===== src/rtl/range_addr_streamer_pkg.sv =====
// range_addr_streamer_pkg: shared state encoding and parameter defaults for the address streamer.
package range_addr_streamer_pkg;
  localparam int DefBits = 8;
  localparam int DefDepth = 2;
  typedef enum logic [0:0] {
    IDLE,
    STREAM
  } state_e;
endpackage


===== src/rtl/sync_cmd_fifo.sv =====
// sync_cmd_fifo: show-ahead synchronous FIFO with full/empty flags and synchronous active-low reset.
module sync_cmd_fifo #(
  parameter int Width = 16,
  parameter int Depth = 2
) (
  input  logic             clk_i,
  input  logic             rst_ni,
  input  logic             push,
  input  logic             pop,
  input  logic [Width-1:0] wdata,
  output logic [Width-1:0] rdata,
  output logic             full,
  output logic             empty
);
  localparam int Aw = Depth > 1 ? $clog2(Depth) : 1;
  localparam int Cw = $clog2(Depth + 1);
  logic [Width-1:0] mem [Depth];
  logic [Aw-1:0] rd_ptr, wr_ptr;
  logic [Cw-1:0] cnt;
  logic do_push, do_pop;
  assign do_push = push & ~full;
  assign do_pop = pop & ~empty;
  assign empty = cnt == '0;
  assign full = cnt == Cw'(Depth);
  assign rdata = mem[rd_ptr];
  always_ff @(posedge clk_i)
    if (do_push) mem[wr_ptr] <= wdata;
  always_ff @(posedge clk_i) begin
    if (!rst_ni) begin
      rd_ptr <= '0;
      wr_ptr <= '0;
      cnt <= '0;
    end else begin
      if (do_push) wr_ptr <= wr_ptr == Aw'(Depth - 1) ? '0 : wr_ptr + 1'b1;
      if (do_pop) rd_ptr <= rd_ptr == Aw'(Depth - 1) ? '0 : rd_ptr + 1'b1;
      cnt <= cnt + Cw'(do_push) - Cw'(do_pop);
    end
  end
endmodule


===== src/rtl/range_addr_streamer.sv =====
// range_addr_streamer: buffers inclusive address ranges and streams each address in ascending order.
module range_addr_streamer
  import range_addr_streamer_pkg::*;
#(
  parameter int Bits = DefBits,
  parameter int CmdDepth = DefDepth
) (
  input  logic            clk_i,
  input  logic            rst_ni,
  input  logic            cmd_valid_i,
  output logic            cmd_ready_o,
  input  logic [Bits-1:0] cmd_start_i,
  input  logic [Bits-1:0] cmd_end_i,
  output logic            cmd_err_o,
  output logic            addr_valid_o,
  input  logic            addr_ready_i,
  output logic [Bits-1:0] addr_o,
  output logic            addr_last_o,
  output logic            busy_o
);
  typedef struct packed {
    logic [Bits-1:0] lo;
    logic [Bits-1:0] hi;
  } cmd_t;
  cmd_t head, wcmd;
  state_e state;
  logic [Bits-1:0] cnt, end_q;
  logic full, empty, init_q, err_q, accept, push, pop, fire, at_end;
  // init_q keeps the command port closed until one edge after reset is released
  assign cmd_ready_o = rst_ni & init_q & ~full;
  assign accept = cmd_valid_i & cmd_ready_o;
  assign push = accept & (cmd_start_i <= cmd_end_i);
  assign wcmd = '{lo: cmd_start_i, hi: cmd_end_i};
  assign addr_valid_o = state == STREAM;
  assign at_end = cnt == end_q;
  assign addr_last_o = addr_valid_o & at_end;
  assign fire = addr_valid_o & addr_ready_i;
  assign pop = ~empty & ((state == IDLE) | (fire & at_end));
  assign addr_o = cnt;
  assign cmd_err_o = err_q;
  assign busy_o = addr_valid_o | ~empty;
  sync_cmd_fifo #(
    .Width(2 * Bits),
    .Depth(CmdDepth)
  ) u_fifo (
    .clk_i(clk_i),
    .rst_ni(rst_ni),
    .push(push),
    .pop(pop),
    .wdata(wcmd),
    .rdata(head),
    .full(full),
    .empty(empty)
  );
  always_ff @(posedge clk_i) begin
    if (!rst_ni) begin
      state <= IDLE;
      cnt <= '0;
      end_q <= '0;
      init_q <= 1'b0;
      err_q <= 1'b0;
    end else begin
      init_q <= 1'b1;
      err_q <= accept & (cmd_start_i > cmd_end_i);
      if (pop) begin
        cnt <= head.lo;
        end_q <= head.hi;
        state <= STREAM;
      end else if (fire & at_end) begin
        state <= IDLE;
      end else if (fire) begin
        cnt <= cnt + 1'b1;
      end
    end
  end
endmodule

===== config.mk =====
export PLATFORM = sky130hd
export DESIGN_NAME = range_addr_streamer
export DESIGN_NICKNAME = d
export VERILOG_FILES = /design/src/rtl/range_addr_streamer_pkg.sv /design/src/rtl/sync_cmd_fifo.sv /design/src/rtl/range_addr_streamer.sv
export SDC_FILE = /design/constraint.sdc
export NUM_CORES = 1
export LEC_CHECK = 0
export CORE_UTILIZATION = 40
export CTS_CLUSTER_SIZE = 8
export DETAILED_ROUTE_END_ITERATION = 10
export SLEW_MARGIN = 20
export SYNTH_ARGS = -nofsm -noshare
export SYNTH_HDL_FRONTEND = slang
export SYNTH_SLANG_ARGS = --single-unit
export TNS_END_PERCENT = 30

===== constraint.sdc =====
create_clock -name clk_i -period 2.8 [get_ports clk_i]
set_clock_uncertainty 0.2 [all_clocks]
set_input_delay 0.28 -clock clk_i [delete_from_list [all_inputs] [get_ports clk_i]]
set_output_delay 0.28 -clock clk_i [all_outputs]
set_load 0.03 [all_outputs]

==> metrics.md <==
| Metric | Value |
|---|---|
| Status | `finished, final reports clean` |
| Final-report max-slew violation count | `0` |
| Vias in the first global route | `1713` |
| Internal | `1.91 mW` |
| Place WS | `-202 ps` |
| Total Routing Usage GR | `15.2%` |
| H-tree depth | `2` |
| Psw | `1.28 mW` |
| Crit path cell chain | `clkdlybuf4s50_1 -> inv_1 -> ha_1 -> a21o_1 -> a211o_1 -> o211ai_1 -> nor2b_2 -> nor2b_2 -> buf_12` |
| Largest net degree at the start of global routing | `23` |
| Root Buffer | `clkbuf_8` |
| Worst path slowest cell | `clkdlybuf4s50_1` |
| First-pass GRT wire length | `8140 µm` |
| Max-cap violations | `0` |
| Synth async-reset ratio | `0%` |
| First-pass DRT Iterations | `4` |
| Gr ovfl total | `0` |
| Post-synth EDFFs | `32` |
| Number of setup violations in the final report | `0` |
| CTS sink cnt | `56` |
| DRT antenna net count | `0` |
| Hold_buf cts | `0` |
| # nets final | `309` |
| Most used cell, CP | `nor2b_2` |
| PortBufs | `32` |
| Share of cells above drive strength 1 | `between 20% and 30%` |
| Area grow syn2layout | `25.8%` |
| Filler cells | `557` |
| Worst setup margin | `228 ps` |
| Placed insts | `348` |
| Fin. Hold Viols | `0` |
| Part of the power in combinational logic | `49.2%` |
| Ys Warns | `0` |
| Distinct cells, synth | `50` |
| Power Dens Cells | `959 nW/µm²` |
| Worst path max stage delay | `470 ps` |
| VDD IR-drop max | `0.623 mV` |
| Remaining DRCs | `0` |
| Antenna cells | `0` |
| Register-to-Register Path Depth | `10` |
| Sw frac | `40.0%` |
| Sequential group share of total power | `37.1%` |
| # resized after CTS | `1` |
| P_leak | `1.26 nW` |
| Commonest non-fill, non-tap cell in the layout | `edfxtp_1` |
| Clock transition at path regs | `90 ps` |
| Post-Synthesis Cells | `221` |
| 1st-iter DRT viols | `between 60 and 70` |
| Via density | `approximately 5` |
| CP Max Fanout | `16` |
| Total negative setup slack | `0 ps` |
| Crit path capture type | `flip-flop` |
| CTS buffer count | `5` |
| Syn Nets | `252` |
| Die Y | `roughly 83 µm` |
| R2R Setup Slk | `350 ps` |
| Worst-Margin Slew | `681 ps` |
| Most frequent cells in the layout | `edfxtp_1, clkdlybuf4s50_1, buf_4, dfxtp_1, nor2_1` |
| Avg WL per Cell | `13.9 µm` |
| Worst Path Class, Setup | `input port to flip-flop` |
| Rows | `29` |
| WP data arrival | `2400 ps` |
| Hold EP | `u_fifo.wr_ptr` |
| Clock buffer depth | `2` |
| Clk network pwr share | `13.7%` |
| WHS Path Cells | `1` |
| Clock latency on the worst-skew pair | `300 ps` |
| FF-to-FF End | `u_fifo.cnt[1]` |
| RSZ-0062 raised after global routing | `false` |
| Req. time, crit path | `roughly 2600 ps` |
| Min-delay src | `u_fifo.wr_ptr` |
| FMAX | `389 MHz` |
| WHS | `318 ps` |
| Top FF cell, synth | `edfxtp_1` |
| Register area share after synthesis | `54.5%` |
| Final worst path period need | `2570 ps` |
| Cell Area, Synth | `between 2000 and 3000 µm²` |
| Finished Layout Cells | `356` |
| Mapped Avg Cell Area | `12.0 µm²` |
| Die area | `6940 µm²` |
| Final HPWL DP | `about 3800 µm` |
| CORE AREA | `6350 µm²` |
| Via count | `1779` |
| Initial antenna violation count | `0` |
| TritonCTS clock tree | `built` |
| I/O pin cnt | `33` |
| Setup bufs post-CTS | `0` |
| Critical Path Source Type | `input port` |
| RD Place Congestion | `roughly 0.86` |
| Layout Utilization | `52.4%` |
| Final period utilization | `91.9%` |
| R2R Path Start | `addr_o[2]` |
| Initial core utilization | `41.7%` |
| Worst hold-check path type | `flip-flop to flip-flop` |
| DRT Wirelength | `4960 µm` |
| #FFs+latches synth | `56` |
| Die X-Extent | `83.3 µm` |
| Slew HR | `54.6%` |
==> sequential cells by signal, summed over array words and instances, names as in the netlist, named ones only <==
signal and flops:
addr_o 8, addr_valid_o 1, cmd_err_o 1, end_q 8, init_q 1, u_fifo.cnt 2, u_fifo.mem 32, u_fifo.rd_ptr 1
u_fifo.wr_ptr 1
==> cell families after synthesis <==
kind of cell,share of synthesized area [%]
mux,6.95
fa+ha+maj,5.20
buf+inv,4.35
simple gates,11.7
compound gates,13.3
xor+xnor,3.97
flops,54.5
==> final cells by class <==
cell class              instances  area (µm²)  share of cell area [%]
flip-flops and latches         56        1440                    43.3
multi-input cells             140        1090                    32.9
repair buffers                 59         547                    16.4
well taps                      77        96.3                    2.89
clock buffers                   6        72.6                    2.18
inverters                      16        60.1                    1.80
clock inverters                 2        16.3                   0.489
==> critical path: cells and delay by family <==
family / cells / cell delay, ps
AND/OR/NAND/NOR: 2 / 460
adder cells (fa/ha/maj): 1 / 300
buffers and inverters: 3 / 670
AO/OA/AOI/OAI: 3 / 660
==> cells in the mapped netlist (3+ instances only) <==
cell	count	share of area (%)
dfxtp_1	24	18
xor2_1	9	3.0
nor2b_1	3	0.71
a211oi_2	8	3.8
nor3_1	3	0.57
inv_1	15	2.1
xnor2_1	3	0.99
o21ai_0	6	1.1
and2_1	3	0.71
nor2_1	19	2.7
edfxtp_1	32	36
mux2_2	3	1.3
clkbuf_1	4	0.57
ha_1	11	5.2
nand2_1	11	1.6
a21oi_1	7	1.3
nand3_1	5	0.95
mux2i_1	15	5.7
==> worst max path at each step <==
| stage | start | to | depth (start not counted) |
|---|---|---|---|
| after global routing | cmd_end_i[2] | u_fifo.cnt[1] | 11 |
| after detailed placement | cmd_end_i[2] | u_fifo.cnt[1] | 11 |
| after global placement | cmd_end_i[1] | u_fifo.mem[0][5] | 9 |
| after floorplan | addr_o[6] | u_fifo.cnt[1] | 11 |
| after CTS | cmd_end_i[2] | u_fifo.mem[0][10] | 9 |
| final | cmd_end_i[2] | u_fifo.mem[0][11] | 9 |
==> power by group through the flow <==
stage	Clock, mW	Sequential [mW]	Combinational [mW]
after floorplan	0	1.26	1.08
after global placement	0	1.20	1.57
after detailed placement	0	1.21	1.57
after CTS	0.445	1.19	1.58
after global routing	0.487	1.21	1.72
final	0.438	1.18	1.57
==> layer usage <==
metal | routed length [µm] | global-route usage (%) | up-vias | share of wire [%]
li1 | - | - | 919 | -
met1 | 2350 | 19.4 | 823 | 47
met2 | 2410 | 26.1 | 35 | 49
met3 | 163 | 2.98 | 2 | 3.3
met4 | 34 | 4.70 | 0 | 0.69
met5 | 0 | 0 | - | 0
==> metrics by stage <==
stage          total power [mW]  area [µm²]
2_1_floorplan              2.34        2650
3_3_place_gp               2.77        3240
3_5_place_dp               2.78        3240
4_1_cts                    3.21        3330
5_1_grt                    3.42        3330
6_report                   3.19        3330
Note: power is estimated with default switching activity, not from simulation.
